File: config.mk
export PLATFORM = sky130hd
export DESIGN_NAME = fir_decim_fifo
export DESIGN_NICKNAME = d
export VERILOG_FILES = /design/src/rtl/fir_decim_fifo.sv
export SDC_FILE = /design/constraint.sdc
export NUM_CORES = 1
export LEC_CHECK = 0
export ABC_AREA = 1
export ABC_CLOCK_PERIOD_IN_PS = 3700
export BUFFER_PORTS_ARGS = -buffer_cell sky130_fd_sc_hd__buf_2
export CAP_MARGIN = 20
export CORE_MARGIN = 2
export CORE_UTILIZATION = 63
export DETAILED_ROUTE_END_ITERATION = 10
export HOLD_SLACK_MARGIN = 0.08
export PLACE_DENSITY = 0.89
export SKIP_LAST_GASP = 1
export SYNTH_ARGS = -nofsm -noshare
export SYNTH_HDL_FRONTEND = slang
export SYNTH_SLANG_ARGS = --single-unit
export TNS_END_PERCENT = 5
File: constraint.sdc
create_clock -name clk -period 3.7 [get_ports clk]
set_clock_uncertainty 0.1 [all_clocks]
set_input_delay 0.37 -clock clk [delete_from_list [all_inputs] [get_ports clk]]
set_output_delay 0.37 -clock clk [all_outputs]
set_load 0.02 [all_outputs]
File: src/rtl/fir_decim_fifo.sv
// Settle-gated decimator feeding a first-word-fall-through output FIFO.
// Ports: din/din_valid in, m_data/m_valid/m_ready out, settled, level, ovf/ovf_clr.
module fir_decim_fifo #(
  parameter int DATA_WIDTH = 16,
  parameter int DECIM      = 4,
  parameter int SETTLE     = 130,
  parameter int DEPTH      = 8
) (
  input  logic                     clk,
  input  logic                     rst_n,
  input  logic [DATA_WIDTH-1:0]    din,
  input  logic                     din_valid,
  output logic [DATA_WIDTH-1:0]    m_data,
  output logic                     m_valid,
  input  logic                     m_ready,
  output logic                     settled,
  output logic [$clog2(DEPTH):0]   level,
  output logic                     ovf,
  input  logic                     ovf_clr
);

  localparam int AW = $clog2(DEPTH);
  localparam int CW = $clog2(SETTLE + 2);
  localparam int PW = (DECIM > 1) ? $clog2(DECIM) : 1;

  localparam logic [CW-1:0] SET_N  = CW'(SETTLE);
  localparam logic [PW-1:0] PH_MAX = PW'(DECIM - 1);
  localparam logic [AW:0]   FULL   = (AW + 1)'(DEPTH);

  logic [CW-1:0]         cnt;
  logic [PW-1:0]         phase;
  logic [AW-1:0]         wr_ptr;
  logic [AW-1:0]         rd_ptr;
  logic [DATA_WIDTH-1:0] mem [DEPTH];

  logic push;
  logic pop;
  logic full;
  logic wr_en;
  logic ovf_set;

  // Settle window; zero-length window still takes one edge.
  always_ff @(posedge clk or negedge rst_n) begin
    if (!rst_n) begin
      cnt     <= '0;
      settled <= 1'b0;
    end else if (!settled) begin
      if (SET_N == '0) begin
        settled <= 1'b1;
      end else if (din_valid) begin
        cnt <= cnt + 1'b1;
        if (cnt == SET_N - 1'b1)
          settled <= 1'b1;
      end
    end
  end

  always_ff @(posedge clk or negedge rst_n) begin
    if (!rst_n)
      phase <= '0;
    else if (din_valid && settled)
      phase <= (phase == PH_MAX) ? '0 : phase + 1'b1;
  end

  assign push    = din_valid && settled && (phase == '0);
  assign m_valid = (level != '0);
  assign pop     = m_valid && m_ready;
  assign full    = (level == FULL);
  // A full FIFO still takes a push when the head leaves this cycle.
  assign wr_en   = push && (!full || pop);
  assign ovf_set = push && full && !pop;
  assign m_data  = m_valid ? mem[rd_ptr] : '0;

  always_ff @(posedge clk) begin
    if (wr_en)
      mem[wr_ptr] <= din;
  end

  always_ff @(posedge clk or negedge rst_n) begin
    if (!rst_n) begin
      wr_ptr <= '0;
      rd_ptr <= '0;
      level  <= '0;
    end else begin
      if (wr_en)
        wr_ptr <= wr_ptr + 1'b1;
      if (pop)
        rd_ptr <= rd_ptr + 1'b1;
      unique case ({wr_en, pop})
        2'b10:   level <= level + 1'b1;
        2'b01:   level <= level - 1'b1;
        default: level <= level;
      endcase
    end
  end

  // A fresh overflow wins over a coincident clear.
  always_ff @(posedge clk or negedge rst_n) begin
    if (!rst_n)
      ovf <= 1'b0;
    else
      ovf <= ovf_set || (ovf && !ovf_clr);
  end

endmodule

---- Word level (Yosys, flattened, before mapping) ----
Memory sizes are Yosys's and may differ from the RTL's.
Cells that the tools add are included.
storage, ports and cells
  RAM bits ................................ 128
  word-level logic and storage cells ...... 44
  output and inout bits ................... 23
  ROM bits ................................ 0
  latch bits .............................. 0
  memories kept ........................... 1
  register bits ........................... 22
memory list
  memory  depth  bits a word  rd ports  clocked after Yosys merged registers in  write ports  line  source
  mem     8      16           1         0                                        1            34    logic [DATA_WIDTH-1:0] mem [DEPTH];
cells by class
  magnitude comparators ................... 0
  $mul .................................... 0
  mux-type cells .......................... 8
  equality and inequality tests ........... 5
  bitwise operators ....................... 1
  reductions and logical operators ........ 16
  add/subtract/negate cells ............... 6
  divide/modulo/power cells ............... 0
  shift operators ......................... 0
operators with widths
  operator               number
  $mux W16               1
  $add A8 B1 Y8 const B  1
  $eq A8 B8 Y1 const B   1
  $pmux W4 S2            1
  $logic_and A1 B1 Y1    7
  $add A3 B1 Y3 const B  2
  $mux W1                5
  $add A4 B1 Y4 const B  1
  $eq A2 B2 Y1 const B   2
  $eq A4 B4 Y1 const B   1
  $reduce_bool A4 Y1     1
  $sub A4 B1 Y4 const B  1
  $logic_not A1 Y1       3
  $add A2 B1 Y2 const B  1
  $eq A2 B1 Y1 const B   1
  $logic_not A2 Y1       1
  $logic_or A1 B1 Y1     2
  $mux W2                1
  $reduce_and A2 Y1      1
  $reduce_bool A2 Y1     1
  $not A1 Y1             1

---- Depth between registers and ports, before layout ----
  depth after elaboration ................. 6
  gate-level depth with buffers ........... 15
  mapped depth without buffers ............ 15

---- Least setup slack after synthesis ----
OpenSTA, ideal clock, no wires.
  path type ............................... reg2reg
  start point ............................. register phase[0]
  end point ............................... memory mem[0][0] (enable)
  data arrival time ....................... 1849 ps
  path buffers ............................ 0
  required time ........................... 3212 ps
  cell stages (with the launch flop) ...... 8
  setup time .............................. 388 ps
  setup slack ............................. 1362 ps
  period minus slack after synthesis ...... 2338 ps
  cells stage by stage .................... dfrtp_1 -> inv_1 -> ha_1 -> nand3_2 -> clkinv_1 -> nand2_2 -> or2_1 -> nor2_1
on the way
  longest elaborated chain between the ends .. 5
RTL lines
  item                           line  source
  from (decl)                    31    logic [PW-1:0] phase;
  from (signal assigned)         62    phase <= (phase == PH_MAX) ? '0 : phase + 1'b1;
  $logic_not A2 Y1               65    assign push = din_valid && settled && (phase == '0);
  $logic_and A1 B1 Y1            65
  $logic_and A1 B1 Y1            70    assign wr_en = push && (!full || pop);
  $mux W1                        75    if (wr_en)
  $mux W1 (implied by the code)  76    mem[wr_ptr] <= din;
  to (decl)                      34
No other way between the ends.

---- Worst setup path after layout ----
  start point ............................. register rd_ptr[1]
  end point ............................... output m_data[2]
on the way
  longest elaborated chain between the ends .. 2
RTL lines
  item                    line  source
  from (decl)             33    logic [AW-1:0] rd_ptr;
  from (signal assigned)  88    rd_ptr <= rd_ptr + 1'b1;
  $mem_v2 Z8 W16          --
  $mux W16                72    assign m_data = m_valid ? mem[rd_ptr] : '0;
  to (decl)               13    output logic [DATA_WIDTH-1:0] m_data,
No other way between the ends.

==> results.md <==
* Logic gate share of total power at 0.332
* Setup WS post-layout at 0.679 ns
* Netlist cell types at 29
* Fraction of the cycle the final worst path needs at 0.817
* Input/output buffers at 43
* Antenna Nets Post-Route at 0
* Ratio of cells with drive above 1 in the final layout at 0.170
* Fraction of power spent switching nets at 0.356
* Std-Cell Rows at 36
* Series of cell instances along the critical path: buf_4 > o21ai_0 > o21ai_1 > o21ai_0 > nor2_1 > buf_2
* Result of the run: complete, no violations
* Clock slew seen by the registers of the worst setup and hold paths at 0.06 ns
* Clock latency on the worst-skew pair at 0.52 ns
* Number of clock buffers inserted by TritonCTS at 17
* WHS at 0.163 ns
* Synthesis-stage register bit count at 150
* Worst Setup Slack post-DPL at 1.23 ns
* Sequential element share of the synthesized area at 0.704
* Largest family of logic cells by synthesized area: simple AND/OR/NAND/NOR gates
* Fraction of power consumed by sequential logic at 0.357
* CP Launch Type: flip-flop
* Worst slew margin at 0.417
* Initial core utilization at 0.644
* Async set-or-reset flop fraction in the synthesized netlist at 0.147
* Clock tree from TritonCTS: done
* Synthesized netlist cell count at 505
* Accumulated negative setup slack at 0 ns
* Post-synth EDFFs at 128
* Cell with the largest stage delay on the worst path: sky130_fd_sc_hd__dfrtp_1
* DRC violation count after routing at 0
* Detailed-routing iteration count for the pre-antenna-repair pass at 5
* Count of vias placed by the detailed router at 4,135
* Count of endpoints failing setup in the final report at 0
* Post-Synthesis Net Count at 533
* Peak VDD IR at 0.000582 V
* Wire length reported by the detailed router at 13,200 um
* Maximum frequency from static timing analysis at 331 MHz
* Total track usage at 0.264
* Hold Fails Final Rpt at 0
* Critical path type: reg -> out
* Detailed Route Iter0 Violations at 449
* Post-synthesis simple-gate area fraction at 0.113
* Netlist Area Pre-Place at 6240 um2
* Leading register cell type out of synthesis: sky130_fd_sc_hd__edfxtp_1
* Setup repair after global routing missed its margin: no
* Int Power at 0.00375 W
* Post-synthesis xor/xnor area fraction at 0.0154
* I/O pin count at 44
* Global-route wire length before repair at 21,700 um
* Multiplexer fraction of the synthesized cell area at 0.0257
* Die outline height at 104 um
* Half-perimeter wire length of the detailed placement result at 7210 um
* Largest net degree at the start of global routing at 66
* Part of the power in the clock network at 0.311
* Req. time, crit path at 3.23 ns
* Fin crit period at 3.02 ns
* Maximum count of clock buffers along a single path at 2
* Most common cell on crit path: sky130_fd_sc_hd__o21ai_0
* Critical Path Sink Type: output port
* Number of clock sinks at 150
* Number of slew-limit violations in the final report at 0
* Power per cell area at 790 nW/um2
* Crit-path max FO at 27
* Diode insertion count for antenna repair at 0
* Initial antenna violation count at 0
* Total core area at 9680 um2
* Number of max-capacitance violations reported at 0
* Ratio of routed vias to standard cells at 5.74
* Most used cells in the layout excluding fill and tap cells: sky130_fd_sc_hd__edfxtp_1, sky130_fd_sc_hd__nor2_1, sky130_fd_sc_hd__o21ai_0, sky130_fd_sc_hd__buf_2, sky130_fd_sc_hd__nand2_1
* Crit path arrival time at 2.55 ns
* Die Span X at 104 um
* Routability congestion estimate at 0.792
* Hold/Removal Path Class: in -> reg
* Worst slew pin tran at 0.873 ns
* Number of global-route vias before repair at 4,318
* Net switching power of the design at 0.00207 W
* Area growth syn-to-layout at 18.2%
* Synth Area in Compound Gates at 0.0880
* Area of the die at 10,700 um2
* Commonest non-fill, non-tap cell in the layout: sky130_fd_sc_hd__edfxtp_1
* H-tree depth reported by CTS at 4
* Mean instance size in the synthesized netlist at 12.4 um2
* Cell leakage power at 2.83 nW
* Buffer type at the clock tree root: sky130_fd_sc_hd__clkbuf_8
* Detail-routed net length per standard cell at 18.4 um
* Overflow after GRT at 0
* Critical path's largest stage delay at 0.87 ns
* Synthesis Warnings at 0
* Share of synthesized cell area in full adder, half adder and majority cells at 0.0140
* Total Nets Final at 602
-- final cells by class --
type,count,area (um2)
clock buffer,19,422
clock inverter,13,204
fill,556,2310
inverter,25,93.8
multi-input combinational,306,1600
sequential,150,4400
tap,133,166
timing repair buffer,74,495
-- timing repair --
action,4_1_cts,5_1_grt
resized for setup,0,0
endpoints found under the setup margin,0,0
endpoints found under the hold margin,152,0
setup buffers,0,0
hold buffers,19,0
-- per-layer routing --
| layer | track usage | share of wire | up-vias |
|---|---|---|---|
| met1 | 0.327 | 0.38 | 1992 |
| met3 | 0.0566 | 0.071 | 32 |
| met5 | 0 | 0 | - |
| met4 | 0.118 | 0.029 | 0 |
| li1 | - | - | 1916 |
| met2 | 0.451 | 0.52 | 195 |
-- worst max-delay path: cells and delay by family, from the launching register on --
| family | cells | cell delay, ns |
|---|---|---|
| DFF | 1 | 0.87 |
| buffers and inverters | 2 | 0.56 |
| AOI/OAI and AO/OA | 3 | 0.44 |
| and+or+nand+nor | 1 | 0.16 |
-- synth_stat cells, types with 5 or more instances --
master | instances | share of area
sky130_fd_sc_hd__nand3_1 | 5 | 0.0040
sky130_fd_sc_hd__inv_1 | 20 | 0.012
sky130_fd_sc_hd__edfxtp_1 | 128 | 0.62
sky130_fd_sc_hd__buf_2 | 13 | 0.010
sky130_fd_sc_hd__nor2_1 | 112 | 0.067
sky130_fd_sc_hd__ha_1 | 7 | 0.014
sky130_fd_sc_hd__o22ai_1 | 17 | 0.017
sky130_fd_sc_hd__o21ai_1 | 30 | 0.024
sky130_fd_sc_hd__xor2_1 | 9 | 0.013
sky130_fd_sc_hd__mux2i_1 | 16 | 0.026
sky130_fd_sc_hd__dfrtp_1 | 22 | 0.088
sky130_fd_sc_hd__o21ai_0 | 53 | 0.043
sky130_fd_sc_hd__nand2_1 | 36 | 0.022
-- logic make-up after synthesis --
logic type / Yosys count
simple gates: 168
buf+inv: 49
fa+ha+maj: 7
mux: 16
compound gates: 104
flops: 150
xor+xnor: 11
-- worst paths after layout --
kind / from / to / slack [ns] / cells after the start
max reg2reg: phase[0] / mem[7][7] / 1.20 / 9
min reg2reg: cnt[2] / settled / 0.40 / 1
min: m_ready / ovf / 0.16 / 4
max: rd_ptr[1] / m_data[2] / 0.68 / 6
min in group asynchronous: rst_n / settled / 0.26 / 2
max in group asynchronous: rst_n / rd_ptr[0] / 2.87 / 2
-- through the flow --
stage               total power (W)  utilization  area [um2]  cells
finish                      0.00583        0.762        7380    720
global route                0.00612        0.762        7380    720
CTS                         0.00583        0.762        7380    720
detailed placement          0.00398        0.677        6560    669
global placement            0.00389        0.677        6560    669
floorplan                   0.00351            -        6240    505
-- power by group through the flow --
| stage | clock network, W | logic (W) | registers [W] |
|---|---|---|---|
| 2_1_floorplan | 0 | 0.00142 | 0.00209 |
| 3_3_place_gp | 0 | 0.00179 | 0.00210 |
| 3_5_place_dp | 0 | 0.00187 | 0.00211 |
| 4_1_cts | 0.00183 | 0.00193 | 0.00208 |
| 5_1_grt | 0.00190 | 0.00212 | 0.00210 |
| 6_report | 0.00181 | 0.00193 | 0.00208 |
-- sequential cells by signal (all words and copies together) (netlist names) --
register and flops:
cnt 8, ovf 1, level 4, rd_ptr 3, mem 128, wr_ptr 3
phase 2, settled 1
No activity file was read; power rests on OpenSTA's default activity.
